File: src/rtl/jzjpcc_mem_arbiter.sv
// Single-port RAM arbiter between instruction fetch and the memory stage.
// Data has priority; a fetch starved for STARVE_MAX cycles takes one grant.
module jzjpcc_mem_arbiter #(
   parameter int RAM_A_WIDTH = 12,
   parameter int PC_MAX_B    = RAM_A_WIDTH + 1,
   parameter int STARVE_MAX  = 4
) (
   input  logic                   clock,
   input  logic                   reset,
   input  logic                   fetchReq,
   input  logic [PC_MAX_B:2]      fetchAddr,
   output logic                   stallFetch,
   output logic                   fetchValid,
   output logic [31:0]            fetchData,
   input  logic                   dataReq,
   input  logic                   dataWrite,
   input  logic [3:0]             dataByteEnable,
   input  logic [PC_MAX_B:2]      dataAddr,
   input  logic [31:0]            dataWriteData,
   output logic                   stallMemory,
   output logic                   dataValid,
   output logic [31:0]            dataReadData,
   output logic [RAM_A_WIDTH-1:0] ramAddr,
   output logic                   ramWriteEnable,
   output logic [3:0]             ramByteEnable,
   output logic [31:0]            ramWriteData,
   input  logic [31:0]            ramReadData
);

   typedef enum logic [1:0] {
      OWN_NONE      = 2'd0,
      OWN_FETCH     = 2'd1,
      OWN_DATA_READ = 2'd2
   } owner_e;

   localparam logic [3:0] STARVE_LIM = 4'(STARVE_MAX);

   owner_e     owner_q, owner_d;
   logic [3:0] starve_q, starve_d;
   logic       starve_hit_s;
   logic       fetch_gnt_s;
   logic       data_gnt_s;

   // Grant decision, RAM port steering and next-state computation
   always_comb begin
      starve_hit_s   = (starve_q == STARVE_LIM);
      fetch_gnt_s    = fetchReq & (~dataReq | starve_hit_s);
      data_gnt_s     = dataReq & ~(fetchReq & starve_hit_s);
      stallFetch     = fetchReq & ~fetch_gnt_s;
      stallMemory    = dataReq & ~data_gnt_s;
      ramAddr        = {RAM_A_WIDTH{1'b0}};
      ramWriteEnable = 1'b0;
      ramByteEnable  = 4'b0000;
      ramWriteData   = 32'h0000_0000;
      owner_d        = OWN_NONE;
      starve_d       = 4'd0;

      if (fetch_gnt_s) begin
         ramAddr = fetchAddr[RAM_A_WIDTH+1:2];
         owner_d = OWN_FETCH;
      end else if (data_gnt_s) begin
         ramAddr        = dataAddr[RAM_A_WIDTH+1:2];
         ramWriteEnable = dataWrite & reset;
         ramByteEnable  = dataByteEnable;
         ramWriteData   = dataWriteData;
         owner_d        = dataWrite ? OWN_NONE : OWN_DATA_READ;
      end else begin
         owner_d = OWN_NONE;
      end

      // Saturating starvation counter, cleared whenever fetch is idle or served
      if (stallFetch) begin
         starve_d = starve_hit_s ? starve_q : starve_q + 4'd1;
      end else begin
         starve_d = 4'd0;
      end
   end

   // Owner and starvation state, synchronous active-low reset
   always_ff @(posedge clock) begin
      if (!reset) begin
         owner_q  <= OWN_NONE;
         starve_q <= 4'd0;
      end else begin
         owner_q  <= owner_d;
         starve_q <= starve_d;
      end
   end

   // Return path: the RAM read data belongs to whoever owned last cycle's grant
   always_comb begin
      fetchValid   = (owner_q == OWN_FETCH);
      dataValid    = (owner_q == OWN_DATA_READ);
      fetchData    = fetchValid ? ramReadData : 32'h0000_0000;
      dataReadData = dataValid ? ramReadData : 32'h0000_0000;
   end

endmodule

File: config.mk
export PLATFORM = sky130hd
export DESIGN_NAME = jzjpcc_mem_arbiter
export DESIGN_NICKNAME = d
export VERILOG_FILES = /design/src/rtl/jzjpcc_mem_arbiter.sv
export SDC_FILE = /design/constraint.sdc
export NUM_CORES = 1
export LEC_CHECK = 0
export CORE_AREA = 2 2 83 85
export CTS_BUF_LIST = sky130_fd_sc_hd__clkbuf_4 sky130_fd_sc_hd__clkbuf_8
export CTS_CLUSTER_SIZE = 28
export DETAILED_ROUTE_END_ITERATION = 8
export DIE_AREA = 0 0 85 87
export GPL_TIMING_DRIVEN = 1
export HOLD_SLACK_MARGIN = 0.12
export PLACE_DENSITY = 0.69
export SYNTH_ARGS = -nofsm -noshare
export SYNTH_HDL_FRONTEND = slang
export SYNTH_SLANG_ARGS = --single-unit
File: constraint.sdc
create_clock -name clock -period 2.1 [get_ports clock]
set_clock_uncertainty 0.05 [all_clocks]
set_input_delay 0.21 -clock clock [delete_from_list [all_inputs] [get_ports clock]]
set_output_delay 0.21 -clock clock [all_outputs]
set_load 0.005 [all_outputs]
==> flow_metrics.tcl, run 1 <==
set metrics [dict create \
    syn_inst 158 \
    cp-end-kind "output pin" \
    core.rowCount 30 \
    fin_ws_ns -0.0504 \
    grt_pass1_wl_um 9050 \
    placed_cells 449 \
    syn_nets 257 \
    cts_num_sinks 6 \
    grt_max_degree 34 \
    internal_power_uw 596 \
    syn_avg_cell_area_um2 6.96 \
    grt_use_total 0.153 \
    crit_type "register to output pin" \
    synthFlopType "dfxtp_1" \
    leakage_uw 0.00182 \
    fmaxAchievable_mhz 465 \
    gp_congestion 0.781 \
    route.detailed.drc 0 \
    synthArstFlopShare 0 \
    synth_area_leaders "and2_1, dfxtp_1, a22o_1, clkbuf_1, ha_1" \
    die_y_um 87 \
    yosys_warnings 0 \
    totalWireLength_um 6580 \
    ant_nets 0 \
    drive_gt1_frac 0.0816 \
    p_total_uw 780 \
    synth_largest_area_cell "and2_1" \
    dr.pass1.iters 3 \
    p_clk_frac 0.212 \
    io_pins 214 \
    switching_share 0.236 \
    numCtsBuffers 3 \
    comb_power_share 0.636 \
    power_density_nw_per_um2 217 \
    htree_levels 1 \
    max_cap_viol_count 0 \
    numPortBuffers 213 \
    route.vias.total 1885 \
    stdcell_count 460 \
    drv_slew 0 \
    antenna_cells 0 \
    ys_types 21 \
    viasPerCell 4.10 \
    place_hpwl_um 5450 \
    post-synth-top-area-fraction 0.575 \
    grt_pass1_vias 1780 \
    cts_tree "yes" \
    start_util 0.167 \
    syn2layout_area_growth_pct 226 \
    ys_seq_elements 6 \
    tightest_slew_ns 0.264 \
    fp.coreArea_um2 6570 \
    violations "negative setup slack" \
    relSlewSlack 0.824 \
    grt_util_met1 0.139 \
    antenna_found_initial 0 \
    synthTopCellsByCount "and2_1, a22o_1, clkbuf_1" \
    syn_area_um2 1100 \
    clk_latency_ns 0.22 \
    cp_max_fo 25 \
    synth_edf_count 0 \
    synthMostInstantiatedCell "and2_1" \
    die_x_um 85 \
    dp_worst_setup_slack_ns -0.111 \
    cts-root-buf "clkbuf_8" \
    hold_path.class "register to register" \
    cts_buffer_depth 2 \
    power.switching_uw 184 \
    fin_nets 481 \
    globalRouteMet2Util 0.335 \
    path_clk_slew_ns 0.04 \
    use_met3 0.0408 \
    fin_crit_sh 1.02 \
    top_usage_layer "met2" \
    p_seq_frac 0.152 \
    setup_violations 11 \
    startpoint_type "register" \
    overflow 0 \
    regToRegSetupSlack_ns 0.69 \
    ys_seq_area_frac 0.109 \
    critPathRequiredTime_ns 1.84 \
    period_needed_ns 2.15 \
    hold_violations 0 \
    die-area_um2 7400 \
    irDropWorstVdd_mv 0.120 \
    cp_data_arrival_time_ns 1.89 \
    rsz0062_at_grt "true" \
    hold_buffers 0 \
    initialDrtViolationCount 39 \
    post_drt_wl_per_cell_um 14.3 \
    status "finished with violations" \
]
==> through the flow <==
stage	hold WS, ns	utilization	setup TNS (ns)	cell area [µm²]
2_1_floorplan	0.282	-	0	1100
3_3_place_gp	0.461	0.511	-0.258	3360
3_5_place_dp	0.492	0.511	-1.58	3360
4_1_cts	0.501	0.522	-4.24	3430
5_1_grt	0.530	0.546	-1.09	3590
6_report	0.497	0.546	-0.217	3590
==> registers in the layout, indices dropped and copies added (netlist names) <==
signal    flops
owner_q       2
starve_q      4
==> layer usage <==
metal	wire, µm	vias to the layer above	part of all wire
met1	2110	811	0.32
met5	0	-	0
met2	3750	124	0.57
li1	-	946	-
met4	43	0	0.0065
met3	678	4	0.10
==> cells by family (layout without fill, tap and decap cells) <==
group | after synthesis | in the layout | share of synthesized area
muxes | 1 | 1 | 0.00910
adders and majority gates | 2 | 2 | 0.0227
AOI/OAI and AO/OA | 15 | 17 | 0.122
buffers and inverters | 16 | 236 | 0.0694
DFF | 6 | 6 | 0.109
and+or+nand+nor | 118 | 118 | 0.668
==> placed cells by master (no fill, tap or decap) <==
cell type,count
and2_1,100
buf_4,12
nand3b_4,1
dfxtp_1,6
buf_6,2
a21oi_4,1
nand4_1,1
and3b_1,1
nor2b_1,3
o21a_4,3
a21oi_1,1
mux2i_1,1
clkbuf_16,1
nor3_1,1
inv_2,2
clkbuf_8,3
buf_12,1
inv_1,2
nand3_1,1
dlygate4sd2_1,7
clkbuf_2,2
nor2_1,5
a22o_4,1
nand2_1,2
and3_1,2
and2_4,1
ha_1,1
a22o_1,11
ha_4,1
clkdlybuf4s50_1,173
dlymetal6s2s_1,31
==> final cells by class <==
class	count	area [µm²]
Fill cell	615	2980
Multi-Input combinational cell	138	965
Timing Repair Buffer	229	2350
Clock buffer	3	41.3
Tap cell	80	100
Inverter	4	15.0
Sequential cell	6	120
==> what timing repair did <==
item / in CTS / in global routing
gates resized for setup: 14 / 41
hold endpoints to repair: 0 / 0
pin swaps: 0 / 1
setup endpoints to repair: 49 / 40
setup buffers: 0 / 5
gates cloned: 1 / 2
==> critical path, stage by stage (launching register included) <==
cell,delay [ns]
dfxtp_1,0.34
inv_2,0.05
ha_4,0.17
nand3b_4,0.09
o21a_4,0.29
and3_1,0.21
clkdlybuf4s50_1,0.52
==> final timing paths <==
kind | cells past startpoint | to | start
worst max-delay path | 6 | ramWriteEnable | starve_q[0]
worst min-delay path | 2 | starve_q[3] | starve_q[3]
worst max register to register | 8 | owner_q[0] | starve_q[1]
worst min register to register | 2 | starve_q[3] | starve_q[3]
==> power groups by stage <==
| stage | sequential, µW | combinational [µW] | clock, µW |
|---|---|---|---|
| floorplan | 120 | 115 | 0 |
| global placement | 120 | 492 | 0 |
| detailed placement | 120 | 496 | 0 |
| CTS | 118 | 499 | 171 |
| global route | 118 | 533 | 178 |
| finish | 119 | 496 | 165 |
No activity file was read; power rests on OpenSTA's default activity.
==> run 2: changes to the inputs <==
==> constraint.sdc (replaced) <==
create_clock -name clock -period 2.7 [get_ports clock]
set_clock_uncertainty 0.05 [all_clocks]
set_input_delay 0.27 -clock clock [delete_from_list [all_inputs] [get_ports clock]]
set_output_delay 0.27 -clock clock [all_outputs]
set_load 0.005 [all_outputs]
==> run 2 against run 1 <==
Effect of this change: the flow now finishes without violations; die area did not move; clock-buffer cell count unchanged; flip-flop and latch count is the same; largest power group unchanged; combinational power is 25% lower; hold slack worse by 0.089 ns; highest routed layer unchanged; final cell count shrank 3.0%.
==> flow_metrics.tcl, run 2 (synthesis gave the netlist of run 1 again) <==
set metrics [dict create \
    hold_buffers 0 \
    power_density_nw_per_um2 179 \
    cp_max_fo 50 \
    numPortBuffers 213 \
    drive_gt1_frac 0.0273 \
    syn2layout_area_growth_pct 204 \
    cts_num_sinks 6 \
    cts_resized 0 \
    crit_type "register to output pin" \
    cts-root-buf "clkbuf_8" \
    hold_path.class "register to register" \
    grt_pass1_vias 1708 \
    initialDrtViolationCount 27 \
    die-area_um2 7400 \
    die_y_um 87 \
    cp-end-kind "output pin" \
    switching_share 0.232 \
    power.switching_uw 139 \
    core.rowCount 30 \
    reg.largest.list "starve_q: 4 flops, owner_q: 2 flops" \
    irDropWorstVdd_mv 0.129 \
    setup_violations 0 \
    p_total_uw 598 \
    cp-startpoint "starve_q[0]" \
    gp_congestion 0.788 \
    stdcell_count 446 \
    hold_start "starve_q[0]" \
    viasPerCell 4.04 \
    grt_use_total 0.151 \
    tns_ns 0 \
    totalWireLength_um 6080 \
    hold_violations 0 \
    antenna_cells 0 \
    io_pins 214 \
    post_drt_wl_per_cell_um 13.6 \
    htree_levels 1 \
    antenna_found_initial 0 \
    internal_power_uw 460 \
    p_clk_frac 0.221 \
    numCtsBuffers 3 \
    drv_slew 0 \
    cts_buffer_depth 2 \
    grt_pass1_wl_um 8910 \
    start_util 0.167 \
    dr.pass1.iters 4 \
    die_x_um 85 \
    r2r_start "starve_q[0]" \
    placed_cells 443 \
    max_cap_viol_count 0 \
    rsz0062_at_grt "false" \
    route.vias.total 1804 \
    num-fill-cells 632 \
    comb_power_share 0.624 \
    fin_nets 467 \
    p_seq_frac 0.154 \
    fin_crit_sh 0.927 \
    cts_tree "yes" \
    post_cts_buffers 0 \
    mostFrequentLayoutCells "clkdlybuf4s50_1, and2_1, a22o_1" \
    grt_max_degree 51 \
    final_common_cell "clkdlybuf4s50_1" \
    relSlewSlack 0.719 \
    fp.coreArea_um2 6570 \
    clk_latency_ns 0.22 \
    startpoint_type "register" \
    path_clk_slew_ns 0.03 \
    status "completed" \
    ant_nets 0 \
    route.detailed.drc 0 \
    overflow 0 \
    fmaxAchievable_mhz 400 \
    tightest_slew_ns 0.422 \
    period_needed_ns 2.50 \
    cp_data_arrival_time_ns 2.18 \
    max_flop_register "starve_q" \
    largest_register_ffs 4 \
    place_hpwl_um 5360 \
    leakage_uw 0.00130 \
    critPathRequiredTime_ns 2.38 \
]
-- run 2: cell count changes in the layout (fill, tap and decap cells not counted), sizes merged --
cell / previous run / this run
buf: 15 / 4
clkbuf: 6 / 3
clkdlybuf4s50: 173 / 213
dlygate4sd2: 7 / 0
dlymetal6s2s: 31 / 0
o21a: 3 / 1
-- run 2: area by class of cell --
| class | count | area [µm²] | share of cell area |
|---|---|---|---|
| flip-flops and latches | 6 | 120 | 0.0359 |
| multi-input cells | 136 | 903 | 0.270 |
| well taps | 80 | 100 | 0.0300 |
| repair buffers | 217 | 2160 | 0.647 |
| inverters | 4 | 15.0 | 0.00449 |
| clock buffers | 3 | 41.3 | 0.0124 |
-- run 2: layer usage --
layer,vias to the layer above,GRT usage,share of wire
met2,120,0.314,0.57
met5,-,0,0
met1,766,0.148,0.33
li1,916,-,-
met4,0,0.0260,0.0023
met3,2,0.0408,0.10
-- run 2: path summary, 6_finish.rpt --
kind / end / slack, ns / cells after the start
max reg2reg: owner_q[1] / 1.18 / 5
min: starve_q[0] / 0.41 / 1
max: ramAddr[6] / 0.20 / 6
min reg2reg: starve_q[0] / 0.41 / 1
-- run 2: power groups by stage --
stage	clock network (µW)	logic, µW	registers [µW]
global route	139	403	92.6
finish	132	373	92.3
CTS	138	380	92.3
global placement	0	376	93.6
detailed placement	0	379	93.6
floorplan	0	89.1	93.4
-- run 2: through the flow --
| stage | hold slack (ns) | util | cell area (µm²) | setup slack [ns] |
|---|---|---|---|---|
| 2_1_floorplan | 0.342 | - | 1100 | 1.12 |
| 3_3_place_gp | 0.394 | 0.502 | 3300 | 0.381 |
| 3_5_place_dp | 0.399 | 0.502 | 3300 | 0.344 |
| 4_1_cts | 0.407 | 0.509 | 3340 | 0.171 |
| 5_1_grt | 0.427 | 0.509 | 3340 | 0.0447 |
| 6_report | 0.408 | 0.509 | 3340 | 0.198 |
-- run 2: worst max-delay path, cell delays in order, from the launching register on --
cell and delay, ns:
dfxtp_1 0.36, inv_1 0.06, ha_1 0.25, nand3b_4 0.12, o21a_4 0.40, a22o_1 0.24, clkdlybuf4s50_1 0.51
==> run 3: changes to the inputs <==
--- a/config.mk
+++ b/config.mk
@@ -13,6 +13,7 @@
 export GPL_TIMING_DRIVEN = 1
 export HOLD_SLACK_MARGIN = 0.12
 export PLACE_DENSITY = 0.69
+export SLEW_MARGIN = 30
 export SYNTH_ARGS = -nofsm -noshare
 export SYNTH_HDL_FRONTEND = slang
 export SYNTH_SLANG_ARGS = --single-unit
==> results of run 3 <==
Same layout as run 2: the final DEF is identical, and so are final timing and power.
